===== config.mk =====
export PLATFORM = sky130hd
export DESIGN_NAME = if_stage
export DESIGN_NICKNAME = d
export VERILOG_FILES = /design/src/rtl/mips_pkg.sv /design/src/rtl/if_stage.sv
export SDC_FILE = /design/constraint.sdc
export NUM_CORES = 1
export LEC_CHECK = 0
export ABC_AREA = 0
export CORE_ASPECT_RATIO = 1.75
export CORE_MARGIN = 2
export CORE_UTILIZATION = 46
export CTS_CLUSTER_DIAMETER = 100
export DETAILED_ROUTE_END_ITERATION = 16
export MAX_ROUTING_LAYER = met4
export PLACE_DENSITY = 0.82
export SLEW_MARGIN = 25
export SYNTH_ARGS = -nofsm -noshare
export SYNTH_HDL_FRONTEND = slang
export SYNTH_SLANG_ARGS = --single-unit

===== constraint.sdc =====
create_clock -name clk -period 2.4 [get_ports clk]
set_input_delay 0.6 -clock clk [delete_from_list [all_inputs] [get_ports clk]]
set_output_delay 0.6 -clock clk [all_outputs]
set_load 0.01 [all_outputs]

===== src/rtl/mips_pkg.sv =====
// Shared definitions for the five-stage MIPS pipeline.
// Holds the fetch state encoding, the NOP encoding and the default reset PC.
package mips_pkg;

  typedef enum logic [1:0] {
    BOOT    = 2'd0,
    FETCH   = 2'd1,
    DISCARD = 2'd2
  } fetch_state_e;

  localparam logic [31:0] NOP_INSTR        = 32'd0;
  localparam logic [31:0] DEFAULT_RESET_PC = 32'h0000_0000;

  function automatic logic [31:0] word_align(input logic [31:0] addr);
    return {addr[31:2], 2'b00};
  endfunction

endpackage


===== src/rtl/if_stage.sv =====
// Instruction-fetch stage: owns the PC, drives a req/ack instruction memory port and
// presents each fetched word (or a NOP bubble) to the IF/ID register.
module if_stage
  import mips_pkg::*;
#(
  parameter logic [31:0] RESET_PC = DEFAULT_RESET_PC
) (
  input  logic        clk,
  input  logic        rst,
  input  logic        pc_write,
  input  logic        redirect,
  input  logic [31:0] redirect_target,
  output logic        imem_req,
  output logic [31:0] imem_addr,
  input  logic        imem_ack,
  input  logic [31:0] imem_rdata,
  output logic [31:0] instruction_out,
  output logic [31:0] pc_plus_4_out,
  output logic        fetch_valid
);

  fetch_state_e state_q, state_d;
  logic [31:0]  pc_q, pc_d;
  logic [31:0]  target_q, target_d;
  logic [31:0]  pc_inc;
  logic [31:0]  redirect_aligned;

  assign pc_inc           = pc_q + 32'd4;
  assign redirect_aligned = word_align(redirect_target);

  always_ff @(posedge clk or posedge rst) begin
    if (rst) begin
      state_q  <= BOOT;
      pc_q     <= RESET_PC;
      target_q <= 32'd0;
    end else begin
      state_q  <= state_d;
      pc_q     <= pc_d;
      target_q <= target_d;
    end
  end

  always_comb begin
    state_d     = state_q;
    pc_d        = pc_q;
    target_d    = target_q;
    imem_req    = 1'b0;
    fetch_valid = 1'b0;

    unique case (state_q)
      BOOT: begin
        state_d = FETCH;
      end

      FETCH: begin
        imem_req = 1'b1;
        if (redirect) begin
          if (imem_ack) begin
            pc_d = redirect_aligned;
          end else begin
            // Address must stay stable until the outstanding access is acked.
            target_d = redirect_aligned;
            state_d  = DISCARD;
          end
        end else if (imem_ack) begin
          fetch_valid = 1'b1;
          if (pc_write) begin
            pc_d = pc_inc;
          end
        end
      end

      DISCARD: begin
        imem_req = 1'b1;
        if (imem_ack) begin
          pc_d    = redirect ? redirect_aligned : target_q;
          state_d = FETCH;
        end else if (redirect) begin
          target_d = redirect_aligned;
        end
      end

      default: begin
        state_d = BOOT;
      end
    endcase
  end

  assign imem_addr       = pc_q;
  assign instruction_out = fetch_valid ? imem_rdata : NOP_INSTR;
  assign pc_plus_4_out   = fetch_valid ? pc_inc : 32'd0;

  // A pending request must hold its address until acked.
  req_stable_a : assert property (@(posedge clk) disable iff (rst)
    (imem_req && !imem_ack) |=> (imem_req && $stable(imem_addr)));

endmodule


==> out/metrics.csv <==
stage;metric;value;unit
drt;avgViaCountPerCell;6.22;
synth;synth_edf_count;0;
sta;rsz0062_at_grt;yes;
floorplanning;io_pins;167;
global_routing;track_usage;37.3;%
synth;ys_seq_elements;66;
sta;hold_violations;0;
global_routing;use_met1;41.5;%
place;place.gp.congestion;0.920;
synth;yosys-top-cells-count;dfrtp_1, nor2_1, and2_1, o21ai_0, nand2_1;
setup_path;worstSetupPathType;flop to output pin;
clock_tree;cts_made_buffers;9;
place;placed_area;6960;um2
clock_tree;ctsHtreeMaxLevel;3;
synth;synthFlopType;dfrtp_1;
drt;ant_nets;0;
synth;synth_top_area_share;36.1;%
setup_path;critPathMaxFanout;4;
synth;yosysUniqueCellTypes;53;
synth;synth_top_area_cell;dfrtp_1;
power;vdd_drop_max;781;uV
synth;yosysMostFrequentCell;dfrtp_1;
sta;fin_ws;-348;ps
global_routing;grt_overflow;0;
finish;drive_above_1_share;43.1;%
setup_path;startpoint_type;flop;
finish;syn_to_final_growth;76.8;%
setup_path;worst_setup_path_end_kind;output pin;
drt;vias;5672;
global_routing;grt_use_met3;5.71;%
place;io_buffers;164;
finish;n_antenna_cell;0;
sta;drv_slew;0;
setup_path;required;1800;ps
floorplanning;initial_core_util;46.7;%
sta;fmax;0.364;GHz
sta;fin_setup_tns;-8670;ps
floorplanning;die_w;79.4;um
floorplanning;die_h;136;um
sta;skew;8.51;ps
sta;post-route-period-util;115;%
global_routing;grt_max_degree;46;
synth;async_flop_share;100;%
drt;first_pass_iters;5;
sta;tightest_slew;546;ps
clock_tree;cts_tree;done;
floorplanning;coreArea;9790;um2
power;leakagePower;3.51;nW
status;status;complete, but fails checks;
status;failed_checks;setup timing;
power;total_power;8.42;mW
synth;postSynthCellCount;504;
place;placedCellCount;849;
global_routing;antenna_found_initial;0;
place;dp_hpwl;11800;um
synth;yosysSeqAreaShare;36.1;%
clock_tree;clock-sinks;66;
clock_tree;clkTransAtPathRegs;60;ps
sta;hold_slack;444;ps
drt;wl_per_cell;22.6;um
setup_path;arrival;2150;ps
synth;syn_area_per_cell;9.07;um2
sta;period_minus_slack;2750;ps
sta;max_slew_margin;63.6;%
clock_tree;cts_hold_buf;0;
synth;syn_nets;577;
drt;drc;0;
finish;final_util;82.6;%
synth;synth-warning-count;0;
floorplanning;dieArea;10800;um2
clock_tree;clock_latency;350;ps
synth;synthTopCellsByArea;dfrtp_1, mux2_2, and2_1;
finish;final_area;8080;um2
global_routing;busiest_layer;met2;
global_routing;use_met2;62.9;%
power;p_per_area;1040;nW/um2
place;dp_slack;-715;ps
synth;syn-cell-area;4570;um2
clock_tree;root_buffer;clkbuf_16;
sta;setup_viol;55;
job;drv_cap;0;
clock_tree;cts_buffer_depth;2;
drt;drt_iter0_drc;590;
worst_hold_path;hold_class;input port to async pin;
finish;nFillCells;547;
finish;fin_cells;912;
floorplanning;num_rows;48;
global_routing;grt_pass1_vias;5539;
global_routing;grt_pass1_wl;29900;um
drt;wirelength;20600;um
finish;layout.nets;855;
report_power, final:
group / leakage, nW / switching [mW] / internal (mW) / total [mW]
Sequential: 0.772 / 0.424 / 1.61 / 2.04
Combinational: 2.59 / 2.43 / 2.58 / 5.01
Clock: 0.147 / 0.510 / 0.861 / 1.37
logic make-up after synthesis:
| logic type | after synthesis | share of synthesized area [%] |
|---|---|---|
| xor+xnor | 15 | 2.87 |
| fa+ha+maj | 4 | 1.09 |
| mux | 44 | 10.5 |
| buf+inv | 51 | 5.88 |
| compound gates | 124 | 18.1 |
| simple gates | 200 | 25.4 |
| flops | 66 | 36.1 |
timing repair:
item	CTS	global route
pin swaps	46	40
setup endpoints to repair	65	64
buffers inserted	26	23
gates resized for setup	336	89
hold endpoints to repair	0	0
gates cloned	7	0
area by class of cell:
| class | instances | area [um2] | area share [%] |
|---|---|---|---|
| inverter | 8 | 35.0 | 0.433 |
| tap | 125 | 156 | 1.93 |
| sequential | 66 | 1660 | 20.5 |
| timing repair buffer | 309 | 2890 | 35.8 |
| clock buffer | 14 | 264 | 3.27 |
| clock inverter | 2 | 35.0 | 0.433 |
| multi-input combinational | 388 | 3040 | 37.7 |
placed cells by master, fill, tap and decap left out, drive strengths merged, types with 12 or more instances in the layout:
master	Yosys	routed
buf	25	208
clkdlybuf4s50	0	96
dfrtp	66	66
nor2	43	43
o21ai	39	39
and2	39	39
mux2	30	30
nand2	29	29
a21oi	25	25
nand4	15	16
o211ai	15	15
nand3	15	15
or3	15	15
mux2i	14	14
clkbuf	18	14
a22o	12	12
routing by layer:
layer	vias up	part of all wire, %	routed length [um]
met3	104	7.0	1440
met5	-	0	0
met4	0	6.1	1260
met2	389	53	10900
li1	2414	-	-
met1	2765	34	6980
state kept, by name (all words and copies together) (netlist names):
name       count
imem_addr     32
state_q        2
target_q      32
worst max-delay path, cell delays in order (launching register included):
cell and delay [ps]:
dfrtp_2 450, ha_4 180, and3_4 200, buf_4 140, buf_6 110, buf_6 120
nand4_1 150, xor2_1 240, nor2_1 70, buf_2 140
worst paths after layout:
check	startpoint	depth (start not counted)	slack [ps]	end
max	imem_addr[2]	9	-350	pc_plus_4_out[12]
min	rst	2	440	target_q[3]
max reg2reg	state_q[0]	7	60	imem_addr[20]
min reg2reg	target_q[29]	1	510	target_q[29]
max in group asynchronous	rst	3	1400	target_q[27]
min in group clk	target_q[29]	1	510	target_q[29]
Note: power is estimated with default switching activity, not from simulation.
==> patch (same settings) <==
Add an input register stage for `redirect_target`, without a reset; this delays it by one clock. The other inputs are not delayed to match.
--- a/src/rtl/if_stage.sv
+++ b/src/rtl/if_stage.sv
@@ -21,2 +21,8 @@
 
+  logic [31:0] redirect_target_q;
+
+  always_ff @(posedge clk) begin
+    redirect_target_q <= redirect_target;
+  end
+
   fetch_state_e state_q, state_d;
@@ -28,3 +34,3 @@
   assign pc_inc           = pc_q + 32'd4;
-  assign redirect_aligned = word_align(redirect_target);
+  assign redirect_aligned = word_align(redirect_target_q);
 
Check against the original RTL: not equivalent (a bounded check fails within 4 cycles, from zero or initial values and one cycle with rst high).
==> patch against the original RTL <==
The flow still finishes with violations (setup timing); final area increased by 13%; synthesized cell count increased by 16%; global-route usage decreased by 2.5 points; sequential cell count increased by 30; cell count increased by 12%; setup slack got worse by 210 ps; clock skew increased by 7.7 ps; total power increased by 14%; routed wire length increased by 11%; synthesized area increased by 16%; critical endpoint is now pc_plus_4_out[17].
==> patch: results (changes against the original RTL) <==
[metrics] area growth from synthesis to layout: 72.5% (was 76.8%)
[metrics] fraction of area in multi-input gates: 36.3% (was 37.7%)
[metrics] non-filler instance count after layout: 1023 (was 912)
[metrics] Fin Setup TNS: -9160 ps (was -8670 ps)
[metrics] clock buf count: 11 (was 14)
[metrics] synth top area cells: sky130_fd_sc_hd__dfrtp_1 31%, sky130_fd_sc_hd__dfxtp_1 11%, sky130_fd_sc_hd__mux2_2 6.6% (was sky130_fd_sc_hd__dfrtp_1 36%, sky130_fd_sc_hd__mux2_2 6.4%, sky130_fd_sc_hd__and2_1 5.3%)
[metrics] routed length on met2: 11.8 mm (was 10.9 mm)
[metrics] setup slack, reg-to-reg: -70 ps (was 60 ps)
[metrics] arrival time at the worst endpoint: 2360 ps (was 2150 ps)
[metrics] Worst-path clk slew: 80 ps (was 60 ps)
[metrics] portion of the layout cell area used by non-clock buffers: 33.3% (was 35.8%)
[metrics] proportion of cell area occupied by registers: 24.8% (was 20.5%)
[metrics] Final GP Congestion: 1.00 (was 0.920)
[metrics] quantity of gates resized following cts: 271 (was 336)
[metrics] failing checks: setup timing (unchanged)
[metrics] combinational power: 5.51 mW (was 5.01 mW)
[metrics] sequential group share of total power: 27.0% (was 24.2%)
[metrics] Final Skew: 16.2 ps (was 8.51 ps)
[metrics] min setup slack post-route: -556 ps (was -348 ps)
[metrics] leak pwr: 3.91 nW (was 3.51 nW)
[metrics] CP max-delay cell: sky130_fd_sc_hd__or4_4 (was sky130_fd_sc_hd__dfrtp_2)
[metrics] family with the most delay on the worst path: simple AND/OR/NAND/NOR gates (was buffers and inverters)
[metrics] total die area: 12400 um2 (was 10800 um2)
[metrics] count of multi-input combinational gates: 428 (was 388)
[metrics] Total Power Consumption: 9.59 mW (was 8.42 mW)
[metrics] num sequential: 96 (was 66)
[metrics] proportion of cell area spent on the clock network: 3.25% (was 3.70%)
[metrics] commonest cells in the synthesized netlist: 66 x sky130_fd_sc_hd__dfrtp_1, 51 x sky130_fd_sc_hd__nand2_1, 41 x sky130_fd_sc_hd__and2_1 (was 66 x sky130_fd_sc_hd__dfrtp_1, 43 x sky130_fd_sc_hd__nor2_1, 39 x sky130_fd_sc_hd__and2_1, 39 x sky130_fd_sc_hd__o21ai_0, 29 x sky130_fd_sc_hd__nand2_1)
[metrics] timing startpoint of the critical path: imem_addr[8] (was imem_addr[2])
[metrics] total of plain and repair buffers excluding clock buffers: 338 (was 309)
[metrics] global-route track usage on met2: 60.2% (was 62.9%)
[metrics] reported net switching power: 3.88 mW (was 3.37 mW)
[metrics] proportion of register bits with asynchronous set or reset after synthesis: 68.8% (was 100%)
[metrics] total cell area at the placement stage: 8050 um2 (was 6960 um2)
[metrics] nonclk inv count: 13 (was 8)
[metrics] critical path's largest stage delay: 580 ps (was 450 ps)
[metrics] status: complete, but fails checks (unchanged)
[metrics] number of failing setup endpoints in the final timing report: 24 (was 55)
[metrics] share of post-route cells with drive strength above 1: 41.8% (was 43.1%)
[metrics] vias in the first global route: 6269 (was 5539)
[metrics] sequential area share after synthesis: 42.6% (was 36.1%)
[patch: cell types whose count changed after synthesis, moves of 7 or more]
cell,before,now
sky130_fd_sc_hd__dfxtp_1,0,30
sky130_fd_sc_hd__buf_2,17,9
sky130_fd_sc_hd__o211ai_1,15,7
sky130_fd_sc_hd__clkbuf_1,15,32
sky130_fd_sc_hd__mux2i_1,14,7
sky130_fd_sc_hd__a211oi_1,1,8
sky130_fd_sc_hd__or4_1,1,10
sky130_fd_sc_hd__nor2_1,43,32
sky130_fd_sc_hd__or4b_1,8,0
sky130_fd_sc_hd__nand2_1,29,51
sky130_fd_sc_hd__nor4_1,1,13
sky130_fd_sc_hd__nand4_1,13,22
[patch: kinds of logic (layout without fill, tap and decap cells)]
kind of cell,after synthesis,after routing,share of synthesized area [%]
adder cells (fa/ha/maj),4,4,0.947
AND/OR/NAND/NOR,242,242,25.3
buffers and inverters,62,367,4.71
flip-flops,96,96,42.6
XOR/XNOR,11,11,1.82
multiplexers,38,38,7.93
AO/OA/AOI/OAI,133,133,16.7
